===== config.mk =====
export PLATFORM = sky130hd
export DESIGN_NAME = counter_sequencer
export DESIGN_NICKNAME = d
export VERILOG_FILES = /design/src/rtl/counter_sequencer.sv
export SDC_FILE = /design/constraint.sdc
export NUM_CORES = 1
export LEC_CHECK = 0
export CAP_MARGIN = 20
export CORE_MARGIN = 5
export CORE_UTILIZATION = 40
export CTS_BUF_LIST = sky130_fd_sc_hd__clkbuf_4 sky130_fd_sc_hd__clkbuf_8
export DETAILED_ROUTE_END_ITERATION = 12
export PLACE_DENSITY = 0.77
export SKIP_CTS_REPAIR_TIMING = 1
export SLEW_MARGIN = 20
export SYNTH_ARGS = -nofsm -noshare
export SYNTH_HDL_FRONTEND = slang
export SYNTH_SLANG_ARGS = --single-unit

===== constraint.sdc =====
create_clock -name clock -period 1.63 [get_ports clock]
set_input_delay 0.2445 -clock clock [delete_from_list [all_inputs] [get_ports clock]]
set_output_delay 0.2445 -clock clock [all_outputs]
set_load 0.01 [all_outputs]

===== src/rtl/counter_sequencer.sv =====
// counter_sequencer: sequences an external WIDTH-bit counter (load, enable until terminal, finish or reload); one command in flight, cmd_ready only in IDLE.
// Command-to-done latency 3+(end-start) cycles; optional count prescaler is built only when COUNTER_SEQ_PRESCALER_EN is defined.
module counter_sequencer #(
  parameter int WIDTH      = 8,
  parameter int PRESCALE_W = 8
) (
  input  logic             clock,
  input  logic             reset,
  input  logic             cmd_valid,
  output logic             cmd_ready,
  input  logic [WIDTH-1:0] cmd_start,
  input  logic [WIDTH-1:0] cmd_end,
  input  logic             cmd_reload,
  input  logic             pause,
  input  logic             abort,
  output logic             cnt_load,
  output logic             cnt_enable,
  output logic [WIDTH-1:0] cnt_data,
  input  logic [WIDTH-1:0] cnt_value,
  output logic             busy,
  output logic             done,
  output logic             wrap,
  output logic [7:0]       pass_count
`ifdef COUNTER_SEQ_PRESCALER_EN
  ,
  input  logic [PRESCALE_W-1:0] prescale
`endif
);

  typedef enum logic [1:0] {
    S_IDLE = 2'd0,
    S_LOAD = 2'd1,
    S_RUN  = 2'd2,
    S_DONE = 2'd3
  } state_t;

  state_t           state_q, state_d;
  logic [WIDTH-1:0] start_q, start_d;
  logic [WIDTH-1:0] end_q, end_d;
  logic             reload_q, reload_d;
  logic             busy_q, busy_d;
  logic             done_q, done_d;
  logic             wrap_q, wrap_d;
  logic [7:0]       pass_q, pass_d;
  logic             accept;
  logic             term;
  logic             tick;
  logic             term_hit;

  if (WIDTH < 1 || PRESCALE_W < 1) begin : g_param_check
    $error("counter_sequencer: WIDTH and PRESCALE_W must be positive");
  end

  assign accept   = cmd_valid && (state_q == S_IDLE);
  assign term     = (cnt_value == end_q);
  // A terminal hit only counts when abort is not cancelling the command this cycle.
  assign term_hit = (state_q == S_RUN) && term && !abort;

`ifdef COUNTER_SEQ_PRESCALER_EN
  logic [PRESCALE_W-1:0] presc_q, presc_d;
  logic [PRESCALE_W-1:0] div_q, div_d;

  assign tick = (div_q == presc_q);

  always_comb begin
    presc_d = accept ? prescale : presc_q;
    div_d   = div_q;
    if (state_q != S_RUN) begin
      div_d = '0;
    end else if (!pause) begin
      div_d = tick ? '0 : div_q + PRESCALE_W'(1);
    end
  end

  always_ff @(posedge clock) begin
    if (reset) begin
      presc_q <= '0;
      div_q   <= '0;
    end else begin
      presc_q <= presc_d;
      div_q   <= div_d;
    end
  end
`else
  assign tick = 1'b1;
`endif

  always_ff @(posedge clock) begin
    if (reset) begin
      state_q <= S_IDLE;
    end else begin
      state_q <= state_d;
    end
  end

  always_comb begin
    state_d = state_q;
    case (state_q)
      S_IDLE: begin
        if (accept) state_d = S_LOAD;
      end
      S_LOAD: begin
        state_d = abort ? S_IDLE : S_RUN;
      end
      S_RUN: begin
        if (abort) begin
          state_d = S_IDLE;
        end else if (term) begin
          state_d = reload_q ? S_LOAD : S_DONE;
        end
      end
      S_DONE: begin
        state_d = S_IDLE;
      end
      default: begin
        state_d = S_IDLE;
      end
    endcase
  end

  // Enable stays combinational so the counter stops on the very cycle it shows the end value.
  always_comb begin
    cmd_ready  = (state_q == S_IDLE);
    cnt_load   = (state_q == S_LOAD) && !abort && !reset;
    cnt_enable = (state_q == S_RUN) && !pause && !term && tick && !abort && !reset;
    cnt_data   = start_q;
  end

  always_comb begin
    start_d  = start_q;
    end_d    = end_q;
    reload_d = reload_q;
    pass_d   = pass_q;
    if (accept) begin
      start_d  = cmd_start;
      end_d    = cmd_end;
      reload_d = cmd_reload;
      pass_d   = 8'd0;
    end else if (term_hit && (pass_q != 8'hFF)) begin
      pass_d = pass_q + 8'd1;
    end
    busy_d = (state_d != S_IDLE);
    done_d = (state_d == S_DONE);
    wrap_d = (state_q == S_RUN) && (state_d == S_LOAD);
  end

  always_ff @(posedge clock) begin
    if (reset) begin
      start_q  <= '0;
      end_q    <= '0;
      reload_q <= 1'b0;
      pass_q   <= 8'd0;
      busy_q   <= 1'b0;
      done_q   <= 1'b0;
      wrap_q   <= 1'b0;
    end else begin
      start_q  <= start_d;
      end_q    <= end_d;
      reload_q <= reload_d;
      pass_q   <= pass_d;
      busy_q   <= busy_d;
      done_q   <= done_d;
      wrap_q   <= wrap_d;
    end
  end

  assign busy       = busy_q;
  assign done       = done_q;
  assign wrap       = wrap_q;
  assign pass_count = pass_q;

endmodule


======== Yosys cells after proc, flatten, opt, wreduce, memory -nomap -nowiden ========
Cells that the tools add are included.
word-level totals
  register bits ........................... 30
  bits of input ports ..................... 30
  output and inout bits ................... 22
  word-level logic and storage cells ...... 40
operators by class
  add/sub/neg operators ................... 1
  equal/unequal tests ..................... 7
  mux-type cells .......................... 6
  reduce and logical (&&, ||, !) cells .... 18
operator list
  operator               count
  $logic_and A1 B1 Y1    11
  $mux W2                5
  $add A8 B1 Y8 const B  1
  $eq A8 B8 Y1           1
  $ne A8 B8 Y1 const B   1
  $pmux W2 S4            1
  $eq A2 B2 Y1 const B   3
  $eq A2 B1 Y1 const B   2
  $logic_not A1 Y1       4
  $logic_not A2 Y1       1
  $reduce_bool A2 Y1     1
  $reduce_or A2 Y1       1

======== Logic depth before layout (Yosys ltp) ========
Gate-level depths: netlist of the first run.
  depth in word-level cells ............... 6
  depth in mapped cells ................... 7

======== Worst setup path before layout of the first run ========
No wires, ideal clock.
  kind .................................... register -> register
  start point ............................. register pass_q[0], in the netlist pass_count[0]
  end point ............................... register pass_q[2], in the netlist pass_count[2]
  data arrival time ....................... 1680 ps
  data required time ...................... 1515 ps
  slack ................................... -164 ps
  stages on the path, launching flop included .. 7
  period minus slack after synthesis ...... 1794 ps
  cells stage by stage .................... dfxtp_1 > ha_1 > inv_1 > or4_1 > nor4b_4 > and3_1 > o21a_1
between the ends
  word-level cells in the longest chain between the ends .. 2
  elaborated cells between the ends (all ways) .. 3
  those cells by class .................... 1 x add/sub; 1 x eq/ne; 1 x reduce/logical
ends and longest elaborated chain
  element                                                RTL line  text
  start: declaration                                     44        logic [7:0] pass_q, pass_d;
  start signal: assignment                               160       pass_q <= pass_d;
  branches (longest 2 deep; another with $add A8 B1 Y8)  --
Parallel ways; which one is timed is not known.
A chain may end at the register's enable or synchronous reset.

======== Worst setup path after layout of the first run ========
  start point ............................. register pass_q[1], in the netlist pass_count[1]
  end point ............................... register pass_q[2], in the netlist pass_count[2]
The elaborated chain is that of the path after synthesis.

==> results.tsv, run 1 <==
stage	metric	value	unit
worst_setup_path	Critical Path Sink Type	register	
worst_setup_path	Critical path origin	pass_count[1]	
die	FP Rows	21	
run	MaxCap Viol Count	0	
die	DIE AREA	0.004655	mm²
global_route	GRT Resource Usage Total	15.92	%
clocking	Worst-path clk slew	0.10	ns
routing	Pre-Repair DR Iteration Count	4	
global_route	antenna violations before repair	0	
synth	register bit count reported by yosys	30	
die	DIE WIDTH	68.23	µm
routing	Final ANT Viol Nets	0	
power	Leakage	0.001007	µW
clocking	Skew-Pair Late Insertion Delay	0.33	ns
timing	unrepaired setup endpoints after global routing	true	
timing	crit path time final	1.763	ns
cells_and_area	Non-Filler Instances	285	
die	Ports	52	
timing	Fin. Hold Viols	0	
placed_design	placed insts	277	
global_route	global-route wire length before repair	5520	µm
placed_design	routability cong.	0.8594	
placed_design	placed standard-cell area	0.002131	mm²
worst_setup_path	CP required	1.87	ns
placed_design	hpwl dp	2619	µm
routing	drt wl/cell	12.64	µm
routing	drt drc	0	
worst_setup_path	Crit path arrival time	2.00	ns
worst_setup_path	FF-to-FF Start	pass_count[1]	
synth	syn_nets	192	
synth	Post-Syn Instances	161	
placed_design	pre-CTS WS	-0.6529	ns
clocking	CTS root buf	clkbuf_4	
timing	PnR worst setup slack	-0.1328	ns
synth	Yosys top cell by area	dfxtp_1	
worst_setup_path	critical path peak fanout	8	
die	Die H	68.23	µm
cells_and_area	antenna cell count	0	
timing	Rel. slew slack	76.21	%
routing	Via-to-Cell Ratio	4.818	
timing	final setup vio count	5	
hold_path	Worst Hold Launch	abort	
cells_and_area	share of layout cells above drive strength 1	27.62	%
global_route	largest net degree at the start of global routing	26	
global_route	vias in the first global route	1310	
timing	crit share post-route	108.1	%
synth	register area share after synthesis	44.28	%
worst_setup_path	Startpoint Class	register	
worst_setup_path	CP Class	register to register	
synth	Yosys warning count	0	
timing	Max Freq	567.3	MHz
cells_and_area	cell area after layout	0.002307	mm²
global_route	total gr overflow	0	
power	pwr dens	720.8	mW/mm²
outcome	failing checks	negative setup slack	
cells_and_area	Layout fillers	271	
routing	Post-Route WL	3603	µm
placed_design	I/O Buffers	51	
routing	vias	1373	
cells_and_area	Layout area overhead	70.11	%
cells_and_area	Reg area	615.6	µm²
timing	Fin Hold WS	0.3225	ns
timing	skew final	0.007766	ns
die	initial core utilization	40.97	%
synth	Syn Area/Cell	8.424	µm²
timing	Worst-Margin Slew	0.3555	ns
cells_and_area	area of the multi-input gates	784.5	µm²
clocking	clk sinks	30	
power	worst vdd ir	0.5389	mV
synth	Cell Area, Synth	0.001356	mm²
routing	DRT iter0 DRCs	85	
cells_and_area	Post-layout nets	269	
synth	share of Yosys cell area claimed by the top area cell type	44.28	%
clocking	clock buffer count from CTS	5	
clocking	CTS Buffer Depth	2	
synth	Cell variety after synth	36	
outcome	status	finished, violations left	
synth	Area contributors post-synth	dfxtp_1, nand2_1, a21oi_1	
clocking	CTS tree	done	
hold_path	Hold/Removal Path Class	input pin to register	
timing	Final Max Slew Viols	0	
clocking	number of H-tree levels	2	
die	Core Region	0.003311	mm²
cell usage after synthesis:
cell and instances:
a21o_1 1, or2_1 1, a21boi_1 1, dfxtp_1 30, ha_1 1, nand4_2 1
nand4_4 1, nor3_2 1, nor4b_4 1, nand3_1 5, clkbuf_1 4, buf_2 3
o21ai_1 1, a211oi_1 1, or4_1 1, nor3b_1 2, a21oi_1 23, mux2i_1 1
nor2_1 9, a31o_1 1, nand2b_1 1, buf_1 1, inv_1 4, a41oi_1 1
and3_1 1, or4b_2 1, a31oi_1 1, xnor2_1 6, nand2_1 41, o21a_1 1
a211o_1 1, nor3_1 5, and4_1 1, nor4_1 1, xnor2_2 4, or3_1 2
critical path, cell delays in order (launching register included):
cell	delay, ns
dfxtp_4	0.37
ha_4	0.13
inv_2	0.04
or4_4	0.53
nor4b_4	0.15
buf_6	0.14
and3_4	0.16
o21a_1	0.15
area by class of cell:
| class | instances | share of cell area (%) |
|---|---|---|
| Clock inverter | 3 | 1.735 |
| Clock buffer | 5 | 1.627 |
| Inverter | 4 | 0.6508 |
| Tap cell | 46 | 2.495 |
| Sequential cell | 30 | 26.68 |
| Timing Repair Buffer | 78 | 32.81 |
| Multi-Input combinational cell | 119 | 34.00 |
cell families after synthesis:
| kind of cell | synth area share, % |
|---|---|
| buf+inv | 3.597 |
| fa+ha+maj | 0.9224 |
| compound gates | 13.47 |
| xor+xnor | 8.671 |
| flops | 44.28 |
| simple gates | 28.32 |
| mux | 0.7380 |
report_power, final:
part	switching (µW)	internal, µW	leakage [µW]	total, µW
clock network	270	317	0.0000450	587
logic	124	170	0.000713	294
registers	19.7	762	0.000249	782
flip-flops by register name, summed over array words and instances (netlist names):
register	flops
busy	1
cnt_data	8
done	1
end_q	8
pass_count	8
reload_q	1
state_q	2
wrap	1
cells in the final DEF, fill, tap and decap left out, types with 3 or more instances in the layout:
| cell | n |
|---|---|
| nand2_1 | 41 |
| clkdlybuf4s50_1 | 37 |
| buf_4 | 23 |
| a21oi_1 | 22 |
| dfxtp_1 | 22 |
| dlymetal6s2s_1 | 12 |
| nor2_1 | 9 |
| xnor2_2 | 7 |
| dfxtp_2 | 6 |
| clkbuf_4 | 5 |
| nand3_1 | 4 |
| xnor2_1 | 3 |
| inv_1 | 3 |
| nor3_1 | 3 |
| buf_6 | 3 |
routing by layer:
layer	up-vias	global-route usage (%)	wire length [µm]
met1	626	16.53	1452
li1	701	-	-
met3	7	4.269	202
met4	0	7.444	69
met2	39	29.36	1878
met5	-	0	0
through the flow:
stage	util, %	setup TNS, ns	power, µW
2_1_floorplan	-	-0.03221	923.3
3_3_place_gp	64.36	-3.419	1082
3_5_place_dp	64.36	-3.720	1086
4_1_cts	66.70	-1.608	1675
5_1_grt	69.69	-0.5854	1731
6_report	69.69	-0.3149	1663
path summary, 6_finish.rpt:
path,cells past startpoint,slack (ns),end
min reg2reg,2,0.46,cnt_data[5]
min,4,0.32,state_q[1]
max reg2reg,7,-0.13,pass_count[2]
max,7,-0.13,pass_count[2]
(Power assumes the default switching activity.)
==> run 2, diff against run 1 <==
--- a/config.mk
+++ b/config.mk
@@ -7,10 +7,12 @@
 export LEC_CHECK = 0
 export CAP_MARGIN = 20
 export CORE_MARGIN = 5
-export CORE_UTILIZATION = 40
+export CORE_UTILIZATION = 58
 export CTS_BUF_LIST = sky130_fd_sc_hd__clkbuf_4 sky130_fd_sc_hd__clkbuf_8
 export DETAILED_ROUTE_END_ITERATION = 12
-export PLACE_DENSITY = 0.77
+export DONT_BUFFER_PORTS = 1
+export PLACE_DENSITY = 0.76
+export SETUP_SLACK_MARGIN = 0.4
 export SKIP_CTS_REPAIR_TIMING = 1
 export SLEW_MARGIN = 20
 export SYNTH_ARGS = -nofsm -noshare
==> run 2 against run 1 <==
Against the previous run: clock skew fell by 0.0026 ns; non-clock buffer count fell by 55; largest cell class unchanged; worst setup slack improved by 0.0075 ns; core utilization rose by 16 points; the flow still finishes with violations (negative setup slack); largest power group unchanged.
==> results.tsv, run 2 (same netlist as run 1, synthesis figures left out) <==
stage	metric	value	unit	change
outcome	status	finished, violations left		
outcome	failing checks	negative setup slack		
cells_and_area	antenna cell count	0		unchanged
cells_and_area	cell area after layout	0.001896	mm²	-18%
worst_setup_path	Crit path arrival time	1.97	ns	-0.03 ns
global_route	vias in the first global route	1121		-14%
die	Core Region	0.002212	mm²	-33%
power	part of the power in registers	53.6	%	+6.6 points
timing	Worst-Margin Slew	1.011	ns	+0.6550 ns
power	Sw Pwr	415.5	µW	+0.59%
run	MaxCap Viol Count	0		unchanged
timing	setup TNS	-0.2218	ns	+0.09304 ns
global_route	antenna violations before repair	0		unchanged
timing	final setup vio count	5		unchanged
power	Clock power frac	31.1	%	-4.2 points
cells_and_area	share of layout cells above drive strength 1	47.83	%	+20 points
global_route	global-route wire length before repair	4968	µm	-10%
routing	vias	1290		-6.0%
routing	Via-to-Cell Ratio	6.085		+26%
power	Leakage	0.0007147	µW	-29%
clocking	Skew-Pair Late Insertion Delay	0.31	ns	-0.02 ns
routing	Post-Route WL	3898	µm	+8.2%
hold_path	Hold Path Depth	2		-2
timing	Final Max Slew Viols	0		unchanged
cells_and_area	most common cell after layout, fill and taps aside	nand2_1		
clocking	CTS tree	done		
clocking	Worst-path clk slew	0.10	ns	about the same
global_route	GRT Resource Usage Total	19.05	%	+3.1 points
placed_design	routability cong.	0.8824		+2.7%
placed_design	placed standard-cell area	0.001523	mm²	-29%
worst_setup_path	Worst R2R Path Depth	7		unchanged
routing	drt wl/cell	18.39	µm	+45%
clocking	CTS root buf	clkbuf_4		
cells_and_area	Layout area overhead	39.76	%	
die	FP Rows	17		-19%
placed_design	I/O Buffers	0		-100%
timing	Fin. Hold Viols	0		unchanged
power	Sw Share	27.93	%	+3.1 points
clocking	number of H-tree levels	2		unchanged
cells_and_area	Layout fillers	107		-61%
cells_and_area	most frequent cells in the layout	nand2_1, dfxtp_1, buf_4, a21oi_1, a21oi_2		
cells_and_area	Finished Core Util	85.69	%	+16 points
timing	crit path time final	1.755	ns	-0.007480 ns
worst_setup_path	reg2reg setup slack	-0.13	ns	about the same
timing	crit share post-route	107.7	%	-0.46 points
die	DIE AREA	0.003405	mm²	-27%
placed_design	hpwl dp	2370	µm	-9.5%
worst_setup_path	CP required	1.84	ns	-0.03 ns
global_route	largest net degree at the start of global routing	27		+3.8%
clocking	clock buffer count from CTS	5		unchanged
timing	Rel. slew slack	32.41	%	-44 points
worst_setup_path	CP Class	register to register		
clocking	CTS Buffer Depth	2		unchanged
power	Comb pwr share	15.2	%	-2.5 points
power	Int Pwr	1072	µW	-14%
worst_setup_path	Startpoint Class	register		
routing	Pre-Repair DR Iteration Count	4		unchanged
timing	unrepaired setup endpoints after global routing	true		
power	pwr dens	784.9	mW/mm²	+8.9%
routing	Final ANT Viol Nets	0		unchanged
routing	drt drc	0		unchanged
die	DIE WIDTH	58.36	µm	-14%
timing	PnR worst setup slack	-0.1253	ns	+0.007480 ns
power	worst vdd ir	1.330	mV	+150%
timing	Max Freq	569.7	MHz	+0.43%
hold_path	Hold/Removal Path Class	input pin to register		
clocking	clk sinks	30		unchanged
worst_setup_path	critical path peak fanout	5		-3
die	Ports	52		unchanged
die	initial core utilization	61.31	%	+20 points
cells_and_area	Post-layout nets	214		-20%
die	Die H	58.36	µm	-14%
timing	skew final	0.005158	ns	-0.002608 ns
global_route	total gr overflow	0		unchanged
worst_setup_path	Critical Path Sink Type	register		
routing	DRT iter0 DRCs	31		-64%
==> run 2: power groups by stage <==
stage / combinational (µW) / sequential (µW) / clock, µW
floorplan: 129 / 801 / 0
global placement: 131 / 807 / 0
detailed placement: 137 / 810 / 0
CTS: 138 / 793 / 474
global route: 244 / 802 / 509
finish: 227 / 798 / 463
==> run 2: through the flow <==
step                      power [µW]  worst slack (ns)  hold WS (ns)  cells
after CTS                       1405           -0.1355      -0.03435    205
final                           1488           -0.1253       0.03088    212
after global routing            1555           -0.1772       0.01501    212
after global placement         938.3          -0.01008        0.3178    197
after floorplan                929.8          -0.03117        0.3805    161
after detailed placement       947.7          -0.07007        0.3210    197
==> run 2: critical path: stages (launching register included) <==
cell     delay [ns]
dfxtp_4        0.37
ha_4           0.13
inv_2          0.03
or4_4          0.53
nor4b_4        0.15
buf_6          0.13
and3_4         0.15
o21a_1         0.16
==> run 2: final timing paths <==
kind	startpoint	end
worst max-delay path	pass_count[0]	pass_count[2]
worst min-delay path	cmd_end[2]	end_q[2]
worst max register to register	pass_count[0]	pass_count[2]
worst min register to register	end_q[3]	end_q[3]
==> run 2: final cells by class <==
class                           count  area [µm²]  area share [%]
Tap cell                           28       35.03           1.848
Timing Repair Buffer               23       196.4           10.36
Clock buffer                        6       51.30           2.706
Clock inverter                      2       12.51          0.6601
Inverter                            4       15.01          0.7921
Multi-Input combinational cell    119       965.9           50.96
Sequential cell                    30       619.3           32.67
==> run 2: per-layer routing <==
layer,vias to the layer above,GRT usage (%),wire length (µm)
met3,6,7.018,338
li1,595,-,-
met5,-,0,0
met2,67,35.89,2157
met4,0,6.291,58
met1,622,19.02,1343
==> run 3, diff against run 2 <==
--- a/config.mk
+++ b/config.mk
@@ -14,7 +14,7 @@
 export PLACE_DENSITY = 0.76
 export SETUP_SLACK_MARGIN = 0.4
 export SKIP_CTS_REPAIR_TIMING = 1
-export SLEW_MARGIN = 20
+export SLEW_MARGIN = 40
 export SYNTH_ARGS = -nofsm -noshare
 export SYNTH_HDL_FRONTEND = slang
 export SYNTH_SLANG_ARGS = --single-unit
==> results of run 3 <==
No change in the layout: final DEF, timing and power equal those of run 2.
